File: src/rtl/bus_timer_slave.sv
// Bus slave port wrapping an interval timer.
// A single-word access is accepted from IDLE, then held for WAIT_STATES
// cycles, then completed with a one-cycle ready pulse. The timer has
// CTRL/INTR/EXPR/COUNT registers and raises a level interrupt.
module bus_timer_slave #(
    parameter int WAIT_STATES = 1,
    parameter int BUS_ADDR    = 32,
    parameter int BUS_DATA    = 32
) (
    input  logic                  i_clk,
    input  logic                  i_rst,
    input  logic                  i_c_en,
    input  logic                  i_addr_strobe,
    input  logic [BUS_ADDR-1:0]   i_addr,
    input  logic [BUS_DATA-1:0]   i_wr_data,
    input  logic                  i_we,
    input  logic [BUS_DATA/8-1:0] i_sel,
    output logic [BUS_DATA-1:0]   o_rd_data,
    output logic                  o_ready,
    output logic                  o_irq
);

    localparam int NB = BUS_DATA / 8;
    // Last value of the wait counter before moving to RESP.
    localparam logic [3:0] WS_LAST = (WAIT_STATES > 0) ? 4'(WAIT_STATES - 1) : 4'd0;

    localparam logic [1:0] A_CTRL  = 2'd0;
    localparam logic [1:0] A_INTR  = 2'd1;
    localparam logic [1:0] A_EXPR  = 2'd2;
    localparam logic [1:0] A_COUNT = 2'd3;

    typedef enum logic [1:0] {S_IDLE, S_WAIT, S_RESP} state_t;

    state_t              r_state;
    logic [3:0]          r_wcnt;
    logic                r_ready;
    logic [1:0]          r_addr;
    logic [BUS_DATA-1:0] r_wdata;
    logic                r_we;
    logic [NB-1:0]       r_sel;

    logic                r_start;
    logic                r_periodic;
    logic                r_irq_en;
    logic                r_flag;
    logic [BUS_DATA-1:0] r_expr;
    logic [BUS_DATA-1:0] r_count;

    logic                w_wr;
    logic                w_wr_ctrl;
    logic                w_clr_flag;
    logic                w_wr_expr;
    logic                w_wr_count;
    logic                w_hit;
    logic [BUS_DATA-1:0] w_mask;
    logic [BUS_DATA-1:0] w_rd;
    logic                w_unused_addr;

    // Only addr[3:2] selects a register; the rest of the address is ignored.
    assign w_unused_addr = ^{i_addr[BUS_ADDR-1:4], i_addr[1:0]};

    // Access sequencer: capture in IDLE, count wait states, pulse ready in RESP.
    always_ff @(posedge i_clk or negedge i_rst) begin
        if (!i_rst) begin
            r_state <= S_IDLE;
            r_wcnt  <= 4'd0;
            r_ready <= 1'b0;
            r_addr  <= 2'd0;
            r_wdata <= '0;
            r_we    <= 1'b0;
            r_sel   <= '0;
        end else begin
            case (r_state)
                S_IDLE: begin
                    r_ready <= 1'b0;
                    if (i_c_en && i_addr_strobe) begin
                        r_addr  <= i_addr[3:2];
                        r_wdata <= i_wr_data;
                        r_we    <= i_we;
                        r_sel   <= i_sel;
                        r_wcnt  <= 4'd0;
                        if (WAIT_STATES == 0) begin
                            r_state <= S_RESP;
                            r_ready <= 1'b1;
                        end else begin
                            r_state <= S_WAIT;
                        end
                    end
                end
                S_WAIT: begin
                    if (r_wcnt == WS_LAST) begin
                        r_wcnt  <= 4'd0;
                        r_state <= S_RESP;
                        r_ready <= 1'b1;
                    end else begin
                        r_wcnt <= r_wcnt + 4'd1;
                    end
                end
                S_RESP: begin
                    r_state <= S_IDLE;
                    r_ready <= 1'b0;
                end
                default: begin
                    r_state <= S_IDLE;
                    r_ready <= 1'b0;
                end
            endcase
        end
    end

    // Writes commit on the edge that ends RESP.
    assign w_wr       = (r_state == S_RESP) && r_we;
    assign w_wr_ctrl  = w_wr && (r_addr == A_CTRL) && r_sel[0];
    assign w_clr_flag = w_wr && (r_addr == A_INTR) && r_sel[0] && r_wdata[0];
    assign w_wr_expr  = w_wr && (r_addr == A_EXPR);
    assign w_wr_count = w_wr && (r_addr == A_COUNT);
    assign w_hit      = r_start && (r_count == r_expr);

    // Expand byte enables to a bit mask for partial-word writes.
    always_comb begin
        w_mask = '0;
        for (int i = 0; i < NB; i++) begin
            w_mask[8*i +: 8] = {8{r_sel[i]}};
        end
    end

    // CTRL: a bus write takes priority over the one-shot auto-clear of START.
    always_ff @(posedge i_clk or negedge i_rst) begin
        if (!i_rst) begin
            r_start    <= 1'b0;
            r_periodic <= 1'b0;
            r_irq_en   <= 1'b0;
        end else if (w_wr_ctrl) begin
            r_start    <= r_wdata[0];
            r_periodic <= r_wdata[1];
            r_irq_en   <= r_wdata[2];
        end else if (w_hit && !r_periodic) begin
            r_start <= 1'b0;
        end
    end

    // FLAG: expiry sets it and beats a simultaneous write-1-to-clear.
    always_ff @(posedge i_clk or negedge i_rst) begin
        if (!i_rst) begin
            r_flag <= 1'b0;
        end else if (w_hit) begin
            r_flag <= 1'b1;
        end else if (w_clr_flag) begin
            r_flag <= 1'b0;
        end
    end

    // EXPR: byte-masked write.
    always_ff @(posedge i_clk or negedge i_rst) begin
        if (!i_rst) begin
            r_expr <= '0;
        end else if (w_wr_expr) begin
            r_expr <= (r_wdata & w_mask) | (r_expr & ~w_mask);
        end
    end

    // COUNT: a bus write overrides the timer; otherwise count, reload or hold.
    always_ff @(posedge i_clk or negedge i_rst) begin
        if (!i_rst) begin
            r_count <= '0;
        end else if (w_wr_count) begin
            r_count <= (r_wdata & w_mask) | (r_count & ~w_mask);
        end else if (r_start) begin
            if (w_hit) begin
                if (r_periodic) begin
                    r_count <= '0;
                end
            end else begin
                r_count <= r_count + 1'b1;
            end
        end
    end

    // Read data shows the live register value during RESP and is 0 otherwise.
    always_comb begin
        w_rd = '0;
        if (r_ready && !r_we) begin
            case (r_addr)
                A_CTRL: begin
                    w_rd[0] = r_start;
                    w_rd[1] = r_periodic;
                    w_rd[2] = r_irq_en;
                end
                A_INTR:  w_rd[0] = r_flag;
                A_EXPR:  w_rd    = r_expr;
                A_COUNT: w_rd    = r_count;
                default: w_rd    = '0;
            endcase
        end
    end

    assign o_rd_data = w_rd;
    assign o_ready   = r_ready;
    assign o_irq     = r_flag & r_irq_en;

endmodule

File: config.mk
export PLATFORM = sky130hd
export DESIGN_NAME = bus_timer_slave
export DESIGN_NICKNAME = d
export VERILOG_FILES = /design/src/rtl/bus_timer_slave.sv
export SDC_FILE = /design/constraint.sdc
export NUM_CORES = 1
export LEC_CHECK = 0
export ABC_AREA = 1
export BUFFER_PORTS_ARGS = -buffer_cell sky130_fd_sc_hd__buf_2
export CAP_MARGIN = 20
export CORE_UTILIZATION = 58
export CTS_CLUSTER_DIAMETER = 100
export DETAILED_ROUTE_END_ITERATION = 6
export HOLD_SLACK_MARGIN = 0.02
export MAX_ROUTING_LAYER = met4
export PLACE_DENSITY = 0.83
export SYNTH_ARGS = -nofsm -noshare
export SYNTH_HDL_FRONTEND = slang
export SYNTH_SLANG_ARGS = --single-unit
export TNS_END_PERCENT = 1
File: constraint.sdc
create_clock -name i_clk -period 2.6 [get_ports i_clk]
set_clock_uncertainty 0.1 [all_clocks]
set_input_delay 0 -clock i_clk [delete_from_list [all_inputs] [get_ports i_clk]]
set_output_delay 0 -clock i_clk [all_outputs]
set_load 0.05 [all_outputs]
==> results of run 1 <==
-- path summary, 6_finish.rpt --
| check | from | to | slack [ps] | cells after the start |
|---|---|---|---|---|
| setup / recovery | register | register | 280 | 10 |
| hold / removal | i_addr_strobe | r_wcnt[0] | 30 | 6 |
| setup reg to reg | register | register | 280 | 10 |
| hold reg to reg | r_sel[1] | r_sel[1] | 420 | 2 |
| max in group asynchronous | i_rst | asynchronous set/reset pin | 1580 | 3 |
| min in group asynchronous | i_rst | r_wdata[30] | 80 | 2 |
-- cells by family after synthesis --
kind of cell / after synthesis
AO/OA/AOI/OAI: 124
XOR/XNOR: 36
adder cells (fa/ha/maj): 3
buffers and inverters: 157
flip-flops: 114
AND/OR/NAND/NOR: 584
-- power by group through the flow --
| stage | Clock (mW) | Combinational, mW | Sequential (mW) |
|---|---|---|---|
| finish | 2.40 | 2.15 | 2.73 |
| global route | 2.49 | 2.41 | 2.79 |
| CTS | 2.42 | 2.12 | 2.72 |
| detailed placement | 0 | 2.03 | 2.73 |
| global placement | 0 | 1.97 | 2.72 |
| floorplan | 0 | 1.47 | 2.64 |
-- Yosys cell counts (2+ instances only) --
cell type and n:
nand2_1 414, dfrtp_1 114, inv_1 94, nand3_1 81, o21ai_0 78, nor2_1 64, a21oi_1 38, xnor2_1 25
buf_2 24, clkbuf_1 21, inv_2 12, xor2_1 11, nor3_1 8, nand2_2 5, nor2_2 4, a21o_1 3
buf_6 3, ha_1 3, and3_1 2, buf_1 2, nand3_2 2, o21ai_1 2
-- stage by stage --
step                      std cells  utilization  power (mW)  cell area (um^2)
after floorplan                1018            -        4.11              6860
after global placement         1201        0.637        4.69              7300
after detailed placement       1201        0.637        4.77              7300
after CTS                      1273        0.725        7.26              8320
after global routing           1273        0.725        7.70              8320
final                          1273        0.725        7.27              8320
-- layout make-up --
cell class / instances / area, um^2 / share of cell area
inverters: 107 / 402 / 0.0483
multi-input cells: 747 / 3370 / 0.405
repair buffers: 130 / 901 / 0.108
flip-flops and latches: 114 / 2850 / 0.343
well taps: 143 / 179 / 0.0215
clock buffers: 19 / 453 / 0.0545
clock inverters: 13 / 159 / 0.0191
-- per-layer routing --
layer	global-route usage	wire length (um)
met1	0.411	8200
met2	0.542	8930
met3	0.0809	1110
met5	-	0
met4	0.150	597
-- worst register-to-register path, stage by stage (launching register included) --
cell	delay (ps)
dfrtp_1	460
xnor2_1	410
nand2_1	90
nor2_1	120
nand2_1	80
nor2_2	200
nand3_2	130
nand3_4	240
nand2_2	200
nand2_1	120
nand2_1	50
==> run metrics, run 1 <==
run status complete, no violations; maximum count of clock buffers along a single path 2; number of H-tree branching levels 4; WL per Instance 14.8 um; syn nets 1094; relative slew slack 0.513; proportion of netlist area held by the largest area contributor 0.416; max-cap violation count 0; Filler Cells Inserted 908; maximum resistive drop on vdd 0.738 mV; diode count 0; sort of element at the start of the critical path register; total power divided by cell area 875 mW/mm^2; source-to-sink clock delay at the later pin of the worst-skew pair 430 ps; Layout Area Growth over Synthesis 21.3%; Detailed Routing Iterations Pass 1 5; unrepaired setup endpoints after global routing no; cell type group with the largest total delay on the critical path simple AND/OR/NAND/NOR gates; final cycle utilization of the critical path 0.891; Clock Sinks 114; number of nets still failing antenna checks after routing 0; initial drt markers 565; Worst Hold Margin 31.5 ps; portion of total power attributed to the clock network 0.330; routability congestion estimate from global placement 0.987; final hold violations 0; starting density of the core 0.598; combinational share of power 0.295; post-detailed-routing wire length 18800 um; transition time at the pin with the least slew margin 731 ps; setup_tns 0 ps; CP arrival 2530 ps; switching power total 2.72 mW; number of nets in the final layout 1193; slowest CP cell dfrtp_1; adder-cell share of the synthesized area 0.00547; CTS Buf Count 17; predominant post-synthesis flop cell dfrtp_1; area leader, netlist dfrtp_1; mean post-synth cell area 6.74 um^2; Warnings, synthesis 0; number of rows created at floorplan 39; count of boundary I/O pins 107; most common library cell in the layout ignoring fill and taps nand2_1; ratio of routed vias to standard cells 5.36; max-slew violation count 0; Required @ worst endpoint 2810 ps; largest family of logic cells by synthesized area simple AND/OR/NAND/NOR gates; # resized after CTS 0; DIE AREA 0.0123 mm^2; XOR/XNOR Fraction of Synth Area 0.0460; setup bufs post-CTS 0; HPWL reported at the end of detailed placement 12900 um; largest net degree at the start of global routing 58; antenna violations before repair 0; synthesized cell area 0.00686 mm^2; leading cell types by total area after synthesis dfrtp_1 (42%), nand2_1 (23%), nand3_1 (5.9%); share of cell area taken by muxes after synthesis 0; count of buffering cells on the critical path with inverters included 0; Cells after Synth 1018; first-pass GRT wire length 31600 um; TritonCTS clock tree yes; ordered list of cells on the worst path xnor2_1 > nand2_1 > nor2_1 > nand2_1 > nor2_2 > nand3_2 > nand3_4 > nand2_2 > nand2_1 > nand2_1; share of the synthesized area in compound gates (AO/OA/AOI/OAI) 0.0929; flops & latches, synth 114; die outline width 111 um; die boundary height 111 um; critical path class reg2reg; gr usage total 0.340; final setup vio count 0; class of the tightest hold or removal check in2reg; Pint 4.55 mW; shortest clock period the worst path allows after layout 2320 ps; Post-synth ARST share 1.00; portion of the post-synthesis area used by sequential elements 0.416; number of distinct library cells after synthesis 30; PortBufs 76; capturing element type of the critical path register; clock slew seen by the registers of the worst setup and hold paths 50 ps; share of cells above drive strength 1 0.132; dpl ws 401 ps; clock root cell clkbuf_16; fraction of power consumed by sequential logic 0.375; P_leak 4.24 nW; highest-count cells in the layout ignoring fill and taps nand2_1 (414), dfrtp_1 (114), inv_1 (94); crit-path max FO 21; hold buffers post-CTS 40; vias in the first global route 6634; setup slack after layout 284 ps; DRC violations left 0; max incr delay on CP 460 ps; share of synthesized cell area in and, or, nand and nor gates 0.346; overflow left after global routing 0; Critical Path Most Common Cell nand2_1; number of enable flip-flop cells after synthesis 0; via count of the routed design 6826; highest attainable clock frequency 0.432 GHz; Net Sw Frac 0.374; area of the core region 0.0115 mm^2
No activity file was read; power rests on OpenSTA's default activity.
==> inputs of run 2 (changes only) <==
--- a/config.mk
+++ b/config.mk
@@ -5,10 +5,9 @@
 export SDC_FILE = /design/constraint.sdc
 export NUM_CORES = 1
 export LEC_CHECK = 0
-export ABC_AREA = 1
 export BUFFER_PORTS_ARGS = -buffer_cell sky130_fd_sc_hd__buf_2
 export CAP_MARGIN = 20
-export CORE_UTILIZATION = 58
+export CORE_UTILIZATION = 57
 export CTS_CLUSTER_DIAMETER = 100
 export DETAILED_ROUTE_END_ITERATION = 6
 export HOLD_SLACK_MARGIN = 0.02
==> constraint.sdc (replaced) <==
create_clock -name i_clk -period 2.6 [get_ports i_clk]
set_clock_uncertainty 0.1 [all_clocks]
set_input_delay 0 -clock i_clk [delete_from_list [all_inputs] [get_ports i_clk]]
set_output_delay 0 -clock i_clk [all_outputs]
set_load 0.1 [all_outputs]
==> run metrics, run 2 <==
run status complete, no violations; total power divided by cell area 887 mW/mm^2 (+1.4%); die boundary height 108 um (-2.6%); proportion of netlist area held by the largest area contributor 0.447 (+0.0305); Detailed Routing Iterations Pass 1 6 (+1); count leader, synth dfrtp_1; highest-count cells in the layout ignoring fill and taps dfrtp_1 (113), mux2_2 (75), buf_2 (65); HPWL reported at the end of detailed placement 11500 um (-11%); antenna violations before repair 1 (+1); vias in the first global route 5571 (-16%); Required @ worst endpoint 2500 ps (-310 ps); final setup vio count 0 (unchanged); highest attainable clock frequency 0.402 GHz (-7.0%); Filler Cells Inserted 739 (-19%); DIE AREA 0.0116 mm^2 (-5.1%); max-slew violation count 0 (unchanged); setup_tns 0 ps (unchanged); TritonCTS clock tree yes; DRC violations left 0 (unchanged); unrepaired setup endpoints after global routing no; routability congestion estimate from global placement 0.933 (-5.5%); flops & latches, synth 114 (unchanged); capturing element type of the critical path primary output; number of placed instances with taps included 820 (-32%); maximum count of clock buffers along a single path 2 (unchanged); number of nets still failing antenna checks after routing 0 (unchanged); number of cell instances on the worst register-to-register path 7 (-3); overflow left after global routing 0 (unchanged); CP arrival 2390 ps (-140 ps); WL per Instance 19.2 um (+30%); Finished Layout Cells 895 (-30%); class of the tightest hold or removal check in2reg; most common library cell in the layout ignoring fill and taps dfrtp_1; Cells after Synth 613 (-40%); portion of the post-synthesis area used by sequential elements 0.447 (+0.0305); sort of element at the start of the critical path register; number of distinct library cells after synthesis 63 (+110%); shortest clock period the worst path allows after layout 2490 ps (+173 ps); clock slew seen by the registers of the worst setup and hold paths 50 ps (about the same); leading cell types by total area after synthesis dfrtp_1 (45%), mux2_2 (13%), mux2i_1 (4.5%); post-detailed-routing wire length 17200 um (-8.8%); maximum resistive drop on vdd 0.885 mV (+20%); first-pass GRT wire length 28000 um (-11%); die outline width 108 um (-2.6%); Post-synth ARST share 1.00 (unchanged); source-to-sink clock delay at the later pin of the worst-skew pair 530 ps (+100 ps); clock root cell clkbuf_8; setup bufs post-CTS 0 (unchanged); largest net degree at the start of global routing 50 (-14%); Layout Area Growth over Synthesis 26.6%; Util after Layout 0.743 (+0.0177); Warnings, synthesis 0 (unchanged); end point of the worst hold path r_addr[0]; share of cells above drive strength 1 0.316 (+0.184); worst hold path depth 6 (unchanged); worst reg2reg setup slack 120 ps (-160 ps); starting density of the core 0.587 (-0.0112); critical path class reg2out; mean post-synth cell area 10.4 um^2 (+55%); Worst Hold Margin 112 ps (+80.0 ps); instance area after placement 0.00700 mm^2 (-4.2%); crit-path max FO 15 (-29%); most numerous cell types in the synthesized netlist dfrtp_1 (114), mux2_2 (75), nor2_1 (57), nand2_1 (48), xor2_1 (32); initial drt markers 477 (-16%); final hold violations 0 (unchanged); P_leak 3.69 nW (-13%); relative slew slack 0.612 (+0.0994); CTS Buf Count 17 (unchanged); number of enable flip-flop cells after synthesis 0 (unchanged); number of nets in the final layout 817 (-32%); summed area of non-filler cells in the final layout 0.00809 mm^2 (-2.7%); area of the core region 0.0109 mm^2 (-5.1%); number of H-tree branching levels 4 (unchanged); Worst Min Path Start i_addr_strobe; synthesized cell area 0.00639 mm^2 (-6.8%); Clock Sinks 114 (unchanged); syn nets 689 (-37%); transition time at the pin with the least slew margin 582 ps (-149 ps); gr usage total 0.332 (-0.00750); PortBufs 76 (unchanged); number of rows created at floorplan 38 (-2.6%); ratio of routed vias to standard cells 6.14 (+14%); area leader, netlist dfrtp_1; max-cap violation count 0 (unchanged); predominant post-synthesis flop cell dfrtp_1; count of boundary I/O pins 107 (unchanged); final cycle utilization of the critical path 0.957 (+0.0665); via count of the routed design 5494 (-20%)
[run 2: timing repair]
action	in CTS	in global routing
endpoints found under the hold margin	153	0
endpoints found under the setup margin	5	10
resized for setup	5	7
hold buffers	42	0
[run 2: worst max-delay path by stage]
| stage | startpoint | endpoint | slack, ps | depth (start not counted) |
|---|---|---|---|---|
| CTS | r_addr[0] | o_rd_data[28] | 9 | 5 |
| finish | r_addr[0] | o_rd_data[19] | 110 | 5 |
| global placement | register | register | 250 | 7 |
| detailed placement | register | register | 140 | 7 |
| global route | register | register | 10 | 6 |
| floorplan | o_ready | o_rd_data[19] | -340 | 4 |
[run 2: routing by layer]
metal / vias up / share of wire / track usage
li1: 2485 / - / -
met1: 2697 / 0.40 / 0.399
met2: 251 / 0.49 / 0.529
met3: 61 / 0.069 / 0.0763
met4: 0 / 0.037 / 0.159
met5: - / 0 / -
[run 2: through the flow]
stage	setup WS [ps]	total power [mW]
after global placement	254	4.53
after global routing	11.1	7.48
final	111	7.18
after detailed placement	136	4.63
after CTS	8.81	7.16
after floorplan	-338	3.99
[run 2: power by group]
part	leakage, nW	switching (mW)	internal (mW)
Clock	0.307	0.820	1.62
Sequential	1.38	0.491	2.20
Combinational	2.00	1.13	0.914
[run 2: critical path: stages, from the launching register on]
cell	delay, ps
dfrtp_4	580
buf_4	300
buf_4	320
mux2i_1	120
nor2_1	90
buf_2	430
[run 2: layout make-up]
type,instances,area [um^2],area share
tap,140,175,0.0217
multi-input combinational,440,3250,0.402
sequential,114,2860,0.353
inverter,13,48.8,0.00603
timing repair buffer,155,1140,0.140
clock buffer,21,459,0.0568
clock inverter,11,158,0.0195
antenna,1,2.50,0.000309
[run 2: cells by family after synthesis]
family	synth area share
compound gates	0.103
xor+xnor	0.0439
fa+ha+maj	0.00588
buf+inv	0.0462
flops	0.447
mux	0.181
simple gates	0.173
==> inputs of run 3 (changes only) <==
--- a/config.mk
+++ b/config.mk
@@ -13,6 +13,7 @@
 export HOLD_SLACK_MARGIN = 0.02
 export MAX_ROUTING_LAYER = met4
 export PLACE_DENSITY = 0.83
+export RECOVER_POWER = 25
 export SYNTH_ARGS = -nofsm -noshare
 export SYNTH_HDL_FRONTEND = slang
 export SYNTH_SLANG_ARGS = --single-unit
==> constraint.sdc (replaced) <==
create_clock -name i_clk -period 2.6 [get_ports i_clk]
set_clock_uncertainty 0.1 [all_clocks]
set_input_delay 0.52 -clock i_clk [delete_from_list [all_inputs] [get_ports i_clk]]
set_output_delay 0.52 -clock i_clk [all_outputs]
set_load 0.1 [all_outputs]
==> run metrics, run 3 (synthesized netlist as in run 2, its figures left out) <==
run status complete, no violations; post-detailed-routing wire length 18000 um (+4.5%); crit-path max FO 6 (-9); DIE AREA 0.0116 mm^2 (unchanged); transition time at the pin with the least slew margin 1130 ps (+546 ps); vias in the first global route 5816 (+4.4%); starting density of the core 0.587 (unchanged); Layout Area Growth over Synthesis 30.9%; sort of element at the start of the critical path register; source-to-sink clock delay at the later pin of the worst-skew pair 540 ps (about the same); number of nets in the final layout 789 (-3.4%); Final Power 7.30 mW (+1.8%); top layer reached by signal wires met4; max-slew violation count 0 (unchanged); setup slack after layout 47.2 ps (-64.1 ps); maximum resistive drop on vdd 0.582 mV (-34%); first-pass GRT wire length 29000 um (+3.6%); WL per Instance 20.7 um (+8.0%); area of the core region 0.0109 mm^2 (unchanged); CTS Buf Count 17 (unchanged); Finished Layout Cells 866 (-3.2%); final cycle utilization of the critical path 0.982 (+0.0247); number of nets still failing antenna checks after routing 0 (unchanged); largest net degree at the start of global routing 45 (-10%); HPWL reported at the end of detailed placement 12000 um (+4.3%); routability congestion estimate from global placement 0.942 (+1.0%); detailed-routed wire length on met2 9090 um (+7.9%); setup_tns 0 ps (unchanged); share of cells above drive strength 1 0.395 (+0.0797); relative slew slack 0.248 (-0.364); PortBufs 76 (unchanged); initial drt markers 593 (+24%); antenna violations before repair 0 (-1); max-cap violation count 0 (unchanged); number of H-tree branching levels 4 (unchanged); P_leak 3.63 nW (-1.7%); class of the tightest hold or removal check in2reg; clock slew seen by the registers of the worst setup and hold paths 60 ps (about the same); diode count 0 (-1); gr usage total 0.341 (+0.00908); TritonCTS clock tree yes; ratio of routed vias to standard cells 6.36 (+3.7%); highest attainable clock frequency 0.392 GHz (-2.5%); Worst Hold Margin 110 ps (-1.93 ps); Detailed Routing Iterations Pass 1 5 (-1); die outline width 108 um (unchanged); via count of the routed design 5511 (+0.31%); Clock Sinks 114 (unchanged); number of placed instances with taps included 829 (+1.1%); dpl ws 177 ps (+40.6 ps); total power divided by cell area 873 mW/mm^2 (-1.6%); most common library cell in the layout ignoring fill and taps dfrtp_1; maximum count of clock buffers along a single path 2 (unchanged); routed length on met3 1130 um (-4.1%); capturing element type of the critical path primary output; clock root cell clkbuf_8; Filler Cells Inserted 667 (-9.7%); worst reg2reg setup slack 110 ps (about the same); DRC violations left 0 (unchanged); die boundary height 108 um (unchanged); number of rows created at floorplan 38 (unchanged); highest-count cells in the layout ignoring fill and taps dfrtp_1 (111), mux2_2 (75), nand2_1 (48); overflow left after global routing 0 (unchanged); final hold violations 0 (unchanged); final setup vio count 0 (unchanged); count of boundary I/O pins 107 (unchanged); metal1 wirelength 6990 um (+0.95%); CP arrival 1930 ps (-460 ps); critical path class reg2out; Required @ worst endpoint 1980 ps (-520 ps); shortest clock period the worst path allows after layout 2550 ps (+64.1 ps)
run 3: changes by cell type in the layout (fill, tap and decap cells not counted), moves of 4 or more:
cell	change
clkinv_4	+5
clkbuf_4	-4
mux2i_1	-4
buf_2	-22
dlygate4sd3_1	-40
nor2_2	+20
nor2_4	+11
nor2_1	-31
buf_12	+32
clkinv_2	-4
run 3: critical path: stages, from the launching register on:
cell and delay, ps:
dfrtp_2 450, buf_12 130, mux2_2 330, a22oi_1 230
nor2_2 60, buf_6 180
run 3: layer usage:
layer	GRT usage	vias to the layer above
li1	-	2421
met1	0.395	2742
met2	0.558	281
met3	0.0702	67
met4	0.182	0
met5	-	-
run 3: power by group:
part / switching [mW] / internal (mW)
Sequential: 0.477 / 2.20
Combinational: 1.27 / 0.994
Clock: 0.900 / 1.47
Total: 2.64 / 4.66
run 3: stage by stage:
step                 util  cell area (um^2)
global placement    0.705              7680
finish              0.768              8370
CTS                 0.765              8330
floorplan               -              6530
detailed placement  0.705              7680
global route        0.768              8370
run 3: area by class of cell:
type / count / area [um^2] / share of cell area
multi-input combinational: 440 / 3410 / 0.408
timing repair buffer: 127 / 1280 / 0.153
clock buffer: 17 / 414 / 0.0495
sequential: 114 / 2860 / 0.341
inverter: 13 / 48.8 / 0.00583
tap: 140 / 175 / 0.0209
clock inverter: 15 / 184 / 0.0220
run 3: what timing repair did:
| action | 4_1_cts | 5_1_grt |
|---|---|---|
| gates cloned | 0 | 1 |
| setup buffers | 3 | 1 |
| endpoints found under the setup margin | 31 | 14 |
| resized for setup | 3 | 12 |
| hold buffers | 1 | 0 |
| hold endpoints to repair | 40 | 0 |
run 3: worst paths after layout:
check	start	end	cells after the start
worst max-delay path	r_addr[0]	o_rd_data[2]	5
worst min-delay path	i_wr_data[6]	r_wdata[6]	2
worst max register to register	register	register	7
worst min register to register	r_wdata[24]	register	2
max in group asynchronous	i_rst	asynchronous set/reset pin	3
min in group asynchronous	i_rst	r_wdata[9]	2
